==> config.mk <==
export PLATFORM = sky130hd
export DESIGN_NAME = pc_fetch
export DESIGN_NICKNAME = d
export VERILOG_FILES = /design/src/rtl/fetch_pkg.sv /design/src/rtl/pc_fetch_pc.sv /design/src/rtl/pc_fetch.sv
export SDC_FILE = /design/constraint.sdc
export NUM_CORES = 1
export LEC_CHECK = 0
export ABC_CLOCK_PERIOD_IN_PS = 2100
export CORE_ASPECT_RATIO = 1.4
export CORE_UTILIZATION = 44
export DETAILED_ROUTE_END_ITERATION = 7
export PLACE_DENSITY = 0.83
export SLEW_MARGIN = 5
export SYNTH_ARGS = -nofsm -noshare
export SYNTH_HDL_FRONTEND = slang
export SYNTH_HIERARCHICAL = 1
export SYNTH_SLANG_ARGS = --single-unit
==> constraint.sdc <==
create_clock -name clk -period 2.1 [get_ports clk]
set_input_delay 0.525 -clock clk [delete_from_list [all_inputs] [get_ports clk]]
set_output_delay 0.525 -clock clk [all_outputs]
set_load 0.005 [all_outputs]
==> src/rtl/fetch_pkg.sv <==
// fetch_pkg: shared defaults and FSM state type for the picoMIPS fetch stage
package fetch_pkg;
  localparam int PSIZE = 4;
  localparam int ISIZE = 17;
  typedef enum logic [1:0] {BOOT, RUN, HALT} state_t;
endpackage

==> src/rtl/pc_fetch_pc.sv <==
// pc: program counter register and next-PC mux; relative branch built only with PC_RELBRANCH_EN
module pc
  import fetch_pkg::*;
#(
  parameter int Psize = PSIZE
) (
  input  logic             clk,
  input  logic             nReset,
  input  logic             adv,
  input  logic             valid,
  input  logic             abs,
  input  logic             rel,
  input  logic [Psize-1:0] branchaddr,
  input  logic [Psize-1:0] base,
  output logic [Psize-1:0] address,
  output logic             taken
);
  logic             rel_en;
  logic [Psize-1:0] rel_target;
  logic [Psize-1:0] next;
`ifdef PC_RELBRANCH_EN
  assign rel_en = rel;
  // offset and PC share a width, so sign extension is implicit in the modular add
  assign rel_target = base + branchaddr;
`else
  logic [Psize:0] unused_rel;
  assign unused_rel = {rel, base};
  assign rel_en = 1'b0;
  assign rel_target = '0;
`endif
  assign taken = valid & (abs | rel_en);
  assign next = valid & abs ? branchaddr : valid & rel_en ? rel_target : address + 1'b1;
  always_ff @(posedge clk)
    if (!nReset) address <= '0;
    else if (adv) address <= next;
endmodule

==> src/rtl/pc_fetch.sv <==
// pc_fetch: PC plus instruction register with branch bubble, stall and halt; optional PC_RELBRANCH_EN
module pc_fetch
  import fetch_pkg::*;
#(
  parameter int Psize = PSIZE,
  parameter int Isize = ISIZE
) (
  input  logic             clk,
  input  logic             nReset,
  input  logic             en,
  input  logic             PCabsbranch,
  input  logic             PCrelbranch,
  input  logic [Psize-1:0] Branchaddr,
  input  logic             halt_req,
  output logic [Psize-1:0] address,
  input  logic [Isize-1:0] I,
  output logic [Isize-1:0] IR,
  output logic [Psize-1:0] IR_pc,
  output logic             IR_valid,
  output logic             halted
);
  state_t state, state_n;
  logic   live, stop, adv, taken;
  assign live = en && state != HALT;
  assign stop = live && halt_req && IR_valid;
  assign adv = live && !stop;
  pc #(.Psize(Psize)) u_pc (
    .clk       (clk),
    .nReset    (nReset),
    .adv       (adv),
    .valid     (IR_valid),
    .abs       (PCabsbranch),
    .rel       (PCrelbranch),
    .branchaddr(Branchaddr),
    .base      (IR_pc),
    .address   (address),
    .taken     (taken)
  );
  always_ff @(posedge clk)
    if (!nReset) state <= BOOT;
    else state <= state_n;
  always_comb state_n = stop ? HALT : adv ? RUN : state;
  always_comb halted = state == HALT;
  always_ff @(posedge clk)
    if (!nReset) begin
      IR       <= '0;
      IR_pc    <= '0;
      IR_valid <= 1'b0;
    end else if (adv) begin
      IR       <= I;
      IR_pc    <= address;
      IR_valid <= !taken;
    end else if (stop) IR_valid <= 1'b0;
endmodule

Word-level counts from Yosys, hierarchy flattened
Cells that the tools add are included.
{"block": "word_totals", "input_bits": 27, "rom_bits": 0, "output_inout_bits": 27, "wordCells": 24, "latch_bits": 0, "register_bits": 28, "mem_bits_rw": 0, "memories": 0}
{"block": "classes", "reduce_logical": 8, "n_eq_ne": 2, "magnitude_cmp": 0, "muxes": 5, "n_div": 0, "add_sub_neg": 1, "bitwise": 2, "n_shift": 0, "n_mul": 0}
{"operator": "4-bit by 1-bit adder with 4-bit output, second input constant", "n": 1}
{"operator": "1-bit logical AND", "n": 4}
{"operator": "2-bit 2-to-1 mux", "n": 2}
{"operator": "4-bit 2-to-1 mux", "n": 1}
{"operator": "2-bit equality test, second input constant", "n": 1}
{"operator": "1-bit zero test", "n": 2}
{"operator": "1-bit 2-to-1 mux", "n": 2}
{"operator": "2-bit != test, second input constant", "n": 1}
{"operator": "2-bit nonzero test", "n": 1}
{"operator": "2-bit OR reduction", "n": 1}
{"operator": "1-bit AND", "n": 1}
{"operator": "1-bit NOT", "n": 1}

Logic depth before layout (Yosys ltp)
Gate-level depths: netlist of the first run.
{"block": "depth", "word_depth": 8, "mapped_depth": 7, "mapped_depth_nobuf": 5}

Modules after synthesis
The synthesis of the first run kept the hierarchy.
{"module": "pc_fetch", "instances": 1, "seq_area_each_um2": 480.5, "cells_each": 107, "area_per_inst_um2": 996.0}
{"module": "pc", "instances": 1, "seq_area_each_um2": 80.1, "cells_each": 25, "area_per_inst_um2": 231.5}

Worst setup path after synthesis of the first run
OpenSTA, ideal clock, no wires.
{"block": "synth_timing", "path_type": "input port to flip-flop", "from": "in halt_req", "to": "reg u_pc.address[3]", "setup_time_ns": 0.118, "stages": 7, "setup_slack_ns": 0.628, "required_ns": 1.982, "path_buffers": 2, "arrival_ns": 1.353, "path_cell_list": "nand2_1 > and3_4 > buf_6 > buf_8 > o21ai_0 > a22oi_1 > nor2b_1"}
{"block": "synth_between", "elab_chain_cells": 4}
{"element": "start: declaration", "line_no": "pc_fetch.sv:14", "rtl": "input logic halt_req,"}
{"element": "1-bit logical AND (2 in series)", "line_no": "pc_fetch.sv:25", "rtl": "assign stop = live && halt_req && IR_valid;"}
{"element": "1-bit zero test", "line_no": "pc_fetch.sv:26", "rtl": "assign adv = live && !stop;"}
{"element": "1-bit logical AND", "line_no": "pc_fetch.sv:26"}
{"element": "named net adv", "line_no": "pc_fetch.sv:23", "rtl": "logic live, stop, adv, taken;"}
{"element": "end signal: assignment", "line_no": "pc_fetch_pc.sv:35", "rtl": "else if (adv) address <= next;"}
{"element": "end: declaration", "line_no": "pc_fetch_pc.sv:15", "rtl": "output logic [Psize-1:0] address,"}
The timed path passes the listed nets, and every way through them passes these cells.
A chain may end at the register's enable or synchronous reset.

Worst setup path in the final report of the first run
{"block": "layout_timing", "from": "reg state[0]", "to": "out halted"}
{"block": "layout_between", "elab_chain_cells": 1}
{"element": "start: declaration", "line_no": "pc_fetch.sv:22", "rtl": "state_t state, state_n;"}
{"element": "start signal: assignment", "line_no": "pc_fetch.sv:41", "rtl": "else state <= state_n;"}
{"element": "2-bit equality test", "line_no": "pc_fetch.sv:43", "rtl": "always_comb halted = state == HALT;"}
{"element": "end: declaration", "line_no": "pc_fetch.sv:20", "rtl": "output logic halted"}
Every way passes these cells.

==> results.txt, run 1 <==
----------------------------------------------------
[Placed design]
  Post-Place Cell Area ... 1769 µm²
  Placed Cells incl. Taps ... 215
  Buffers on Ports ... 52
  Detailed placement HPWL ... 1.921 mm
  Final Wtd Congestion ... 0.6542

[Floorplan]
  # rows ... 22
  Width of the chip ... 46.64 µm
  Boundary Pins ... 54
  Area of the placeable core ... 2643 µm²
  Die Span Y ... 64.50 µm
  Initial cell density of the core ... 0.4645
  Die footprint ... 3008 µm²

[Worst setup path]
  Type of origin of the critical path ... flip-flop
  Family with the most delay on the worst path ... buffers and inverters
  Reg2reg start ... state[0]$_SDFFE_PP0P_
  Maximum fanout encountered on the critical timing path ... 3
  Number of buffer and inverter stages on the critical path ... 2
  Critical Path RT ... 1.57 ns
  Largest stage delay, worst path ... 0.49 ns
  Ordered list of cells on the worst path ... nand2b_4, inv_1, clkdlybuf4s50_1
  Data arrival, critical path ... 1.35 ns
  Register-to-Register Setup Slack ... 0.81 ns
  Start-to-end type of the worst setup path ... reg -> out
  Critical Path Source ... state[0]$_SDFFE_PP0P_
  CP Capture Type ... output port
  Slowest CP cell ... sky130_fd_sc_hd__clkdlybuf4s50_1

[Layout]
  Fraction of final layout cells with drive strength greater than 1 ... 0.06011
  Fin area ... 1805 µm²
  Final layout net count ... 212
  Filler cells ... 245
  Leading cell type in the layout, fill and taps excluded ... sky130_fd_sc_hd__clkdlybuf4s50_1
  Layout area overhead ... 47.09%
  Most frequent cells in the layout ... sky130_fd_sc_hd__clkdlybuf4s50_1 (52), sky130_fd_sc_hd__nand2_1 (45), sky130_fd_sc_hd__dfxtp_1 (28)
  Non-filler instance count after layout ... 219
  Antenna diode count ... 0

[Detailed routing]
  DRT Pass-1 Iters ... 4
  Routed length per placed instance ... 11.67 µm
  DRC violations left ... 0
  Remaining number of nets flagged by the antenna check after routing ... 0
  Starting DRT DRC Count ... 18
  Vias post-DR ... 1075
  Aggregate routed wire length ... 2.555 mm
  DR vias/cell ... 4.909

[STA]
  Share of the clock period used by the worst path after layout ... 0.8907
  Relative slew slack ... 0.8414
  Post-route worst hold slack ... 0.4665 ns
  Final critical path time including I/O delays and setup ... 1.871 ns
  Setup TNS after final layout ... 0 ns
  Max-slew violations ... 0
  Fmax ... 0.5346 GHz
  Transition time at the pin with the least slew margin ... 0.2379 ns
  Clock skew after layout ... 0.006718 ns
  Number of setup violations in the final report ... 0
  Setup repair after global routing missed its margin ... false
  Final number of hold-violating endpoints ... 0

[Global routing]
  First-pass GRT wire length ... 3.974 mm
  Maximum number of pins on one net before global-route repair ... 50
  Overall track demand over capacity in global routing ... 0.1774
  Initial antenna violation count ... 0
  Via count of the first global-routing pass ... 988
  Congestion Overflow GR ... 0

[Synth]
  Sequential element share of the synthesized area ... 0.4567
  #FFs+latches synth ... 28
  Post-Synthesis Net Count ... 160
  Async SR Flop Fraction ... 0
  Ys Warns ... 6
  Top_reg_cell synth ... sky130_fd_sc_hd__dfxtp_1
  Post-synthesis instance area ... 1227 µm²
  Distinct cell type count after synthesis ... 27
  EDFF count, synth ... 0
  Syn_area_per_cell ... 9.299 µm²
  Cells after Synth ... 132

[Clock tree]
  Latest clock arrival within the worst-skew pair ... 0.32 ns
  Clock slew at reported path FFs ... 0.14 ns
  H-tree Lvls ... 1
  Number of instances resized during post-cts repair ... 0
  Number of buffers inserted to repair setup after CTS ... 0
  Root buffer cell ... sky130_fd_sc_hd__clkbuf_4
  Clock tree from TritonCTS ... yes
  Number of CTS-inserted buffers ... 3
  Longest Clk Path Bufs ... 2
  Count of hold-fix buffers inserted at cts ... 0
  Clock Sinks ... 28

[Min path]
  Worst Hold Launch ... IR[9]$_SDFFE_PN0P_
  Kind of path behind the tightest hold check ... reg -> reg

[Flow run]
  Max-cap viol count ... 0

[Power]
  Largest voltage drop on the vdd net ... 0.3749 mV
  Power per Cell Area ... 612.0 nW/µm²
  LEAKAGE ... 0.7329 nW

[Run status]
  Result of the run ... completed

----------------------------------------------------
==> through the flow <==
stage / power [W] / setup WS (ns) / util
6_report: 0.001105 / 0.2295 / 0.6832
5_1_grt: 0.001162 / 0.1622 / 0.6832
4_1_cts: 0.001121 / 0.1986 / 0.6832
3_5_place_dp: 0.0008608 / 0.1717 / 0.6695
3_3_place_gp: 0.0008519 / 0.1952 / 0.6695
2_1_floorplan: 0.0007273 / 0.6281 / -
==> path summary, 6_finish.rpt <==
| path | endpoint | depth (start not counted) |
|---|---|---|
| worst max-delay path | halted | 3 |
| worst min-delay path | IR[9]$_SDFFE_PN0P_ | 2 |
| worst max register to register | u_pc/address[3]$_SDFFE_PN0P_ | 5 |
| worst min register to register | IR[9]$_SDFFE_PN0P_ | 2 |
==> tightest hold or removal path: stages (launching register included) <==
cell and delay [ns]:
sky130_fd_sc_hd__dfxtp_1 0.34, sky130_fd_sc_hd__nand2_1 0.05, sky130_fd_sc_hd__mux2i_1 0.05
==> power by group <==
part / switching, W / internal (W)
clock: 0.000151 / 0.000106
combinational: 0.0000907 / 0.000163
sequential: 0.0000256 / 0.000569
total: 0.000267 / 0.000838
==> registers in the layout, summed over array words and instances (netlist names) <==
register / flops
state: 2
u_pc/address: 4
IR: 17
IR_valid: 1
IR_pc: 4
==> Yosys cell counts, drive strengths merged (2+ instances only) <==
cell,n,area (µm²)
nand2,45,168.9
dfxtp,28,560.5
o21ai,5,25.02
clkbuf,3,11.26
inv,2,7.510
nor2b,3,18.77
and3,2,17.52
nand2b,2,20.02
o211a,2,20.02
buf,6,67.56
mux2i,22,220.2
a22oi,2,15.01
==> layer usage <==
metal	share of wire	up-vias	track usage
met4	0.0047	0	0.05357
met3	0.072	2	0.04178
met2	0.51	40	0.3073
li1	-	537	-
met5	0	-	0
met1	0.41	496	0.2067
==> cell type report <==
cell class | count | area [µm²] | area share
multi-input cells | 93 | 580.6 | 0.3216
repair buffers | 56 | 575.6 | 0.3188
flip-flops and latches | 28 | 560.5 | 0.3105
well taps | 36 | 45.04 | 0.02495
clock buffers | 4 | 36.28 | 0.02010
inverters | 2 | 7.507 | 0.004158
==> cells by family (layout without fill, tap and decap cells) <==
| logic type | Yosys count | after routing | synth area share |
|---|---|---|---|
| buffers and inverters | 11 | 62 | 0.07033 |
| AO/OA/AOI/OAI | 14 | 14 | 0.07849 |
| adder cells (fa/ha/maj) | 1 | 1 | 0.01019 |
| AND/OR/NAND/NOR | 56 | 56 | 0.2049 |
| flip-flops | 28 | 28 | 0.4567 |
| multiplexers | 22 | 22 | 0.1794 |
No activity file was read; power rests on OpenSTA's default activity.
==> run 2: changes to the inputs <==
--- a/config.mk
+++ b/config.mk
@@ -7,6 +7,7 @@
 export LEC_CHECK = 0
 export ABC_CLOCK_PERIOD_IN_PS = 2100
 export CORE_ASPECT_RATIO = 1.4
+export CORE_MARGIN = 2
 export CORE_UTILIZATION = 44
 export DETAILED_ROUTE_END_ITERATION = 7
 export PLACE_DENSITY = 0.83
==> run 2 against run 1 <==
  * Largest cell class unchanged
  * Routed wire length up 1.1%
  * Highest routed layer unchanged
  * Total power down 5.6%
  * Cell count is 0.46% lower
  * Count of clock-buffer cells in the layout is 1 lower
==> results.txt, run 2 (synthesis results as in run 1) <==
----------------------------------------------------
[STA]
  Relative slew slack ... 0.7772 (was 0.8414)
  Final number of hold-violating endpoints ... 0 (unchanged)
  Post-route worst hold slack ... 0.4639 ns (was 0.4665 ns)
  Setup repair after global routing missed its margin ... false (unchanged)
  Setup slack after layout ... 0.2329 ns (was 0.2295 ns)
  Fmax ... 0.5356 GHz (was 0.5346 GHz)
  Final critical path time including I/O delays and setup ... 1.867 ns (was 1.871 ns)
  Setup TNS after final layout ... 0 ns (unchanged)
  Max-slew violations ... 0 (unchanged)
  Transition time at the pin with the least slew margin ... 0.3342 ns (was 0.2379 ns)
  Number of setup violations in the final report ... 0 (unchanged)
  Clock skew after layout ... 0.003597 ns (was 0.006718 ns)
  Share of the clock period used by the worst path after layout ... 0.8891 (was 0.8907)

[Placed design]
  Placed Cells incl. Taps ... 215 (unchanged)
  Buffers on Ports ... 52 (unchanged)
  Final Wtd Congestion ... 0.6819 (was 0.6542)
  Detailed placement HPWL ... 1.987 mm (was 1.921 mm)
  Worst Setup Slack post-DPL ... 0.1654 ns (was 0.1717 ns)

[Power]
  Power per Cell Area ... 590.6 nW/µm² (was 612.0 nW/µm²)
  LEAKAGE ... 0.7168 nW (was 0.7329 nW)
  Largest voltage drop on the vdd net ... 0.4183 mV (was 0.3749 mV)

[Worst setup path]
  Largest stage delay, worst path ... 0.49 ns (about the same)
  Type of origin of the critical path ... flip-flop (unchanged)
  Ordered list of cells on the worst path ... nand2b_4, inv_1, clkdlybuf4s50_1 (unchanged)
  Number of cells on the worst reg-to-reg path ... 4 (was 5)
  Data arrival, critical path ... 1.34 ns (was 1.35 ns)
  WP depth ... 3 (unchanged)
  Number of buffer and inverter stages on the critical path ... 2 (unchanged)
  Critical Path RT ... 1.57 ns (about the same)
  Start-to-end type of the worst setup path ... reg -> out (unchanged)
  Slowest CP cell ... sky130_fd_sc_hd__clkdlybuf4s50_1 (unchanged)
  Maximum fanout encountered on the critical timing path ... 3 (unchanged)
  Family with the most delay on the worst path ... buffers and inverters (unchanged)
  CP Capture Type ... output port (unchanged)

[Layout]
  Max reg flops ... 17 (unchanged)
  Antenna diode count ... 0 (unchanged)
  Leading cell type in the layout, fill and taps excluded ... sky130_fd_sc_hd__clkdlybuf4s50_1 (unchanged)
  Non-filler instance count after layout ... 218 (was 219)
  Fraction of final layout cells with drive strength greater than 1 ... 0.05495 (was 0.06011)
  Final layout net count ... 212 (unchanged)
  Filler cells ... 223 (was 245)
  Most frequent cells in the layout ... sky130_fd_sc_hd__clkdlybuf4s50_1 (52), sky130_fd_sc_hd__nand2_1 (45), sky130_fd_sc_hd__dfxtp_1 (28) (unchanged)
  Layout area overhead ... 43.93% (was 47.09%)
  Register containing the most flip-flops in the final layout ... IR (unchanged)
  Largest registers ... IR: 17 flops, IR_pc: 4 flops, u_pc/address: 4 flops (unchanged)

[Detailed routing]
  DR vias/cell ... 4.922 (was 4.909)
  Routed length per placed instance ... 11.85 µm (was 11.67 µm)
  Aggregate routed wire length ... 2.583 mm (was 2.555 mm)
  Starting DRT DRC Count ... 15 (was 18)
  Vias post-DR ... 1073 (was 1075)
  DRC violations left ... 0 (unchanged)
  Remaining number of nets flagged by the antenna check after routing ... 0 (unchanged)
  DRT Pass-1 Iters ... 4 (unchanged)

[Clock tree]
  Clock slew at reported path FFs ... 0.13 ns (was 0.14 ns)
  Number of instances resized during post-cts repair ... 0 (unchanged)
  Longest Clk Path Bufs ... 2 (unchanged)
  Root buffer cell ... sky130_fd_sc_hd__clkbuf_4 (unchanged)
  Number of CTS-inserted buffers ... 3 (unchanged)
  Latest clock arrival within the worst-skew pair ... 0.31 ns (was 0.32 ns)
  Number of buffers inserted to repair setup after CTS ... 0 (unchanged)
  Count of hold-fix buffers inserted at cts ... 0 (unchanged)
  Clock tree from TritonCTS ... yes (unchanged)
  Clock Sinks ... 28 (unchanged)
  H-tree Lvls ... 1 (unchanged)

[Floorplan]
  Die footprint ... 3234 µm² (was 3008 µm²)
  Width of the chip ... 48.64 µm (was 46.64 µm)
  # rows ... 22 (unchanged)
  Boundary Pins ... 54 (unchanged)
  Initial cell density of the core ... 0.4645 (unchanged)
  Area of the placeable core ... 2643 µm² (unchanged)
  Die Span Y ... 66.50 µm (was 64.50 µm)

[Global routing]
  Overall track demand over capacity in global routing ... 0.1688 (was 0.1774)
  First-pass GRT wire length ... 4.353 mm (was 3.974 mm)
  Maximum number of pins on one net before global-route repair ... 37 (was 50)
  Via count of the first global-routing pass ... 1026 (was 988)
  Congestion Overflow GR ... 0 (unchanged)
  Initial antenna violation count ... 0 (unchanged)

[Min path]
  Hold path depth ... 2 (unchanged)
  Kind of path behind the tightest hold check ... reg -> reg (unchanged)

[Flow run]
  Max-cap viol count ... 0 (unchanged)

[Run status]
  Result of the run ... completed (unchanged)

----------------------------------------------------
[run 2: changes by cell type in the layout (fill, tap and decap cells not counted)]
cell / change
sky130_fd_sc_hd__buf_12: -2
sky130_fd_sc_hd__buf_4: +2
sky130_fd_sc_hd__clkbuf_8: -1
[run 2: power by group]
group | total, W | leakage, nW | internal (W) | switching (W)
sequential | 0.000594 | 0.230 | 0.000569 | 0.0000253
clock | 0.000205 | 0.0138 | 0.0000669 | 0.000138
combinational | 0.000244 | 0.473 | 0.000155 | 0.0000892
[run 2: final timing paths]
path / startpoint / endpoint / slack, ns
setup / recovery: state[1]$_SDFFE_PN0P_ / halted / 0.23
hold / removal: IR_pc[3]$_SDFFE_PN0P_ / IR_pc[3]$_SDFFE_PN0P_ / 0.46
setup reg to reg: IR_valid$_SDFFE_PN0P_ / IR[16]$_SDFFE_PN0P_ / 0.80
hold reg to reg: IR_pc[3]$_SDFFE_PN0P_ / IR_pc[3]$_SDFFE_PN0P_ / 0.46
[run 2: final cells by class]
| cell class | instances | area [µm²] | area share |
|---|---|---|---|
| inverter | 2 | 7.507 | 0.004249 |
| tap | 36 | 45.04 | 0.02550 |
| multi-input combinational | 93 | 580.6 | 0.3286 |
| clock buffer | 3 | 22.52 | 0.01275 |
| sequential | 28 | 560.5 | 0.3173 |
| timing repair buffer | 56 | 550.5 | 0.3116 |
[run 2: metrics by stage]
stage | total power (W) | instance area, µm² | util
after floorplan | 0.0007273 | 1227 | -
final | 0.001043 | 1767 | 0.6686
after CTS | 0.001054 | 1767 | 0.6686
after detailed placement | 0.0008520 | 1744 | 0.6600
after global placement | 0.0008420 | 1744 | 0.6600
after global routing | 0.001102 | 1767 | 0.6686
[run 2: routing by layer]
metal	track usage	vias to the layer above	part of all wire
met4	0.05357	0	0.0050
met5	0	-	0
met3	0.03139	2	0.055
met2	0.3305	37	0.52
met1	0.1805	498	0.42
li1	-	536	-
[run 2: tightest hold or removal path: cells and delay by family (launching register included)]
kind	cells	cell delay [ns]
mux	1	0.05
simple gates	1	0.05
flops	1	0.33
==> run 3: changes to the inputs <==
--- a/config.mk
+++ b/config.mk
@@ -11,6 +11,7 @@
 export CORE_UTILIZATION = 44
 export DETAILED_ROUTE_END_ITERATION = 7
 export PLACE_DENSITY = 0.83
+export RECOVER_POWER = 100
 export SLEW_MARGIN = 5
 export SYNTH_ARGS = -nofsm -noshare
 export SYNTH_HDL_FRONTEND = slang
==> run 3 against run 2 <==
  * Final area shrank 0.14%
  * First-iteration DRC count shrank 13%
  * Critical path depth is the same
  * Core utilization shrank 0.095 points
  * Sequential power is essentially flat
  * Sequential share of layout area is essentially flat
  * Largest power group unchanged
  * Critical path type unchanged
  * Hold slack lost 0.0029 ns
==> results.txt, run 3 (synthesis results as in run 1) <==
----------------------------------------------------
[Run status]
  Result of the run ... completed (unchanged)

[Layout]
  Layout area overhead ... 43.73% (was 43.93%)
  Leading cell type in the layout, fill and taps excluded ... sky130_fd_sc_hd__nand2_1 (was sky130_fd_sc_hd__clkdlybuf4s50_1)
  Most frequent cells in the layout ... sky130_fd_sc_hd__nand2_1 (45), sky130_fd_sc_hd__dlygate4sd3_1 (29), sky130_fd_sc_hd__dfxtp_1 (28) (was sky130_fd_sc_hd__clkdlybuf4s50_1 (52), sky130_fd_sc_hd__nand2_1 (45), sky130_fd_sc_hd__dfxtp_1 (28))
  Fraction of final layout cells with drive strength greater than 1 ... 0.04945 (was 0.05495)
  Register containing the most flip-flops in the final layout ... IR (unchanged)
  Antenna diode count ... 0 (unchanged)
  Final layout net count ... 212 (unchanged)
  Max reg flops ... 17 (unchanged)
  Filler cells ... 224 (was 223)
  Final core utilization ... 0.6676 (was 0.6686)
  Largest registers ... IR: 17 flops, IR_pc: 4 flops, u_pc/address: 4 flops (unchanged)

[Detailed routing]
  DR vias/cell ... 4.977 (was 4.922)
  DRC violations left ... 0 (unchanged)
  Aggregate routed wire length ... 2.569 mm (was 2.583 mm)
  Starting DRT DRC Count ... 13 (was 15)
  Routed length per placed instance ... 11.78 µm (was 11.85 µm)
  DRT Pass-1 Iters ... 4 (unchanged)
  Remaining number of nets flagged by the antenna check after routing ... 0 (unchanged)
  Vias post-DR ... 1085 (was 1073)

[Power]
  Proportion of power drawn by flip-flops and latches ... 0.577 (was 0.570)
  Sw Ratio ... 0.2442 (was 0.2421)
  Power per Cell Area ... 582.0 nW/µm² (was 590.6 nW/µm²)
  Relative contribution of the clock network to total power ... 0.200 (was 0.196)
  LEAKAGE ... 0.7898 nW (was 0.7168 nW)
  Proportion of power drawn by combinational gates ... 0.223 (was 0.234)
  Cell Int Power ... 0.0007760 W (was 0.0007908 W)
  Largest voltage drop on the vdd net ... 0.4132 mV (was 0.4183 mV)
  Net Switching ... 0.0002508 W (was 0.0002526 W)

[Worst setup path]
  Slowest CP cell ... sky130_fd_sc_hd__dlygate4sd3_1 (was sky130_fd_sc_hd__clkdlybuf4s50_1)
  Number of cells on the worst reg-to-reg path ... 4 (unchanged)
  Critical Path Source ... state[1]$_SDFFE_PN0P_ (unchanged)
  Start-to-end type of the worst setup path ... reg -> out (unchanged)
  Largest stage delay, worst path ... 0.56 ns (was 0.49 ns)
  Family with the most delay on the worst path ... buffers and inverters (unchanged)
  Maximum fanout encountered on the critical timing path ... 3 (unchanged)
  Data arrival, critical path ... 1.41 ns (was 1.34 ns)
  WP depth ... 3 (unchanged)
  Number of buffer and inverter stages on the critical path ... 2 (unchanged)
  Type of origin of the critical path ... flip-flop (unchanged)
  Critical Path RT ... 1.57 ns (about the same)
  CP Capture Type ... output port (unchanged)
  Ordered list of cells on the worst path ... nand2b_4, inv_1, dlygate4sd3_1 (was nand2b_4, inv_1, clkdlybuf4s50_1)
  Reg2reg start ... IR_valid$_SDFFE_PN0P_ (unchanged)

[Min path]
  Worst Hold Launch ... IR_pc[3]$_SDFFE_PN0P_ (unchanged)
  Kind of path behind the tightest hold check ... reg -> reg (unchanged)
  Hold path depth ... 2 (unchanged)

[Floorplan]
  Area of the placeable core ... 2643 µm² (unchanged)
  Boundary Pins ... 54 (unchanged)
  # rows ... 22 (unchanged)
  Die Span Y ... 66.50 µm (unchanged)
  Initial cell density of the core ... 0.4645 (unchanged)
  Die footprint ... 3234 µm² (unchanged)
  Width of the chip ... 48.64 µm (unchanged)

[Clock tree]
  H-tree Lvls ... 1 (unchanged)
  Longest Clk Path Bufs ... 2 (unchanged)
  Number of instances resized during post-cts repair ... 0 (unchanged)
  Number of CTS-inserted buffers ... 3 (unchanged)
  Clock tree from TritonCTS ... yes (unchanged)
  Number of buffers inserted to repair setup after CTS ... 0 (unchanged)
  Root buffer cell ... sky130_fd_sc_hd__clkbuf_4 (unchanged)
  Clock slew at reported path FFs ... 0.13 ns (about the same)
  Clock Sinks ... 28 (unchanged)
  Count of hold-fix buffers inserted at cts ... 0 (unchanged)
  Latest clock arrival within the worst-skew pair ... 0.31 ns (about the same)

[STA]
  Setup TNS after final layout ... 0 ns (unchanged)
  Final number of hold-violating endpoints ... 0 (unchanged)
  Relative slew slack ... 0.7486 (was 0.7772)
  Max-slew violations ... 0 (unchanged)
  Setup repair after global routing missed its margin ... false (unchanged)
  Number of setup violations in the final report ... 0 (unchanged)
  Fmax ... 0.5176 GHz (was 0.5356 GHz)
  Final critical path time including I/O delays and setup ... 1.932 ns (was 1.867 ns)
  Clock skew after layout ... 0.003839 ns (was 0.003597 ns)
  Share of the clock period used by the worst path after layout ... 0.9200 (was 0.8891)
  Transition time at the pin with the least slew margin ... 0.3769 ns (was 0.3342 ns)

[Global routing]
  Global-route track usage on met2 ... 0.3305 (unchanged)
  Met3 Track Usage GR ... 0.03139 (unchanged)
  Via count of the first global-routing pass ... 1026 (unchanged)
  Most used routing layer in global routing ... met2 (unchanged)
  Met1 routing resource usage after global routing ... 0.1805 (unchanged)
  Maximum number of pins on one net before global-route repair ... 37 (unchanged)
  First-pass GRT wire length ... 4.353 mm (unchanged)
  Initial antenna violation count ... 0 (unchanged)
  Congestion Overflow GR ... 0 (unchanged)
  Overall track demand over capacity in global routing ... 0.1688 (unchanged)

[Placed design]
  Detailed placement HPWL ... 1.987 mm (unchanged)
  Buffers on Ports ... 52 (unchanged)
  Final Wtd Congestion ... 0.6819 (unchanged)

[Flow run]
  Max-cap viol count ... 0 (unchanged)

----------------------------------------------------
[run 3: changes by cell type in the layout (fill, tap and decap cells not counted)]
cell	before	now
sky130_fd_sc_hd__and2_0	0	1
sky130_fd_sc_hd__and2_4	1	0
sky130_fd_sc_hd__clkdlybuf4s50_1	52	23
sky130_fd_sc_hd__dlygate4sd3_1	0	29
[run 3: area by class of cell]
cell class | instances | area (µm²) | share of cell area
multi-input combinational | 93 | 578.1 | 0.3277
sequential | 28 | 560.5 | 0.3177
timing repair buffer | 56 | 550.5 | 0.3121
tap | 36 | 45.04 | 0.02553
clock buffer | 3 | 22.52 | 0.01277
inverter | 2 | 7.507 | 0.004255
[run 3: final timing paths]
check | to | slack (ns)
max | halted | 0.17
max reg2reg | u_pc/address[1]$_SDFFE_PN0P_ | 0.76
min reg2reg | IR_pc[3]$_SDFFE_PN0P_ | 0.46
min | IR_pc[3]$_SDFFE_PN0P_ | 0.46
[run 3: worst min-delay path: cells and delay by family, from the launching register on]
kind             cells  cell delay, ns
and+or+nand+nor      1            0.05
DFF                  1            0.33
muxes                1            0.05
[run 3: power by group through the flow]
stage	clock network (W)	registers (W)	logic, W
finish	0.000205	0.000593	0.000229
global route	0.000235	0.000598	0.000253
CTS	0.000212	0.000595	0.000247
detailed placement	0	0.000607	0.000245
global placement	0	0.000604	0.000238
floorplan	0	0.000606	0.000121
[run 3: routing by layer]
metal	vias to the layer above	routed length [µm]
met4	0	12
li1	539	-
met3	2	147
met2	39	1360
met5	-	0
met1	505	1049
[run 3: through the flow]
stage	hold slack, ns	total power (W)	area (µm²)	cells	setup slack [ns]
5_1_grt	0.4912	0.001086	1764	218	0.08996
2_1_floorplan	0.4511	0.0007273	1227	132	0.6281
3_5_place_dp	0.4498	0.0008520	1744	215	0.1654
4_1_cts	0.4696	0.001054	1767	218	0.2170
6_report	0.4611	0.001027	1764	218	0.1680
3_3_place_gp	0.4415	0.0008420	1744	215	0.2120
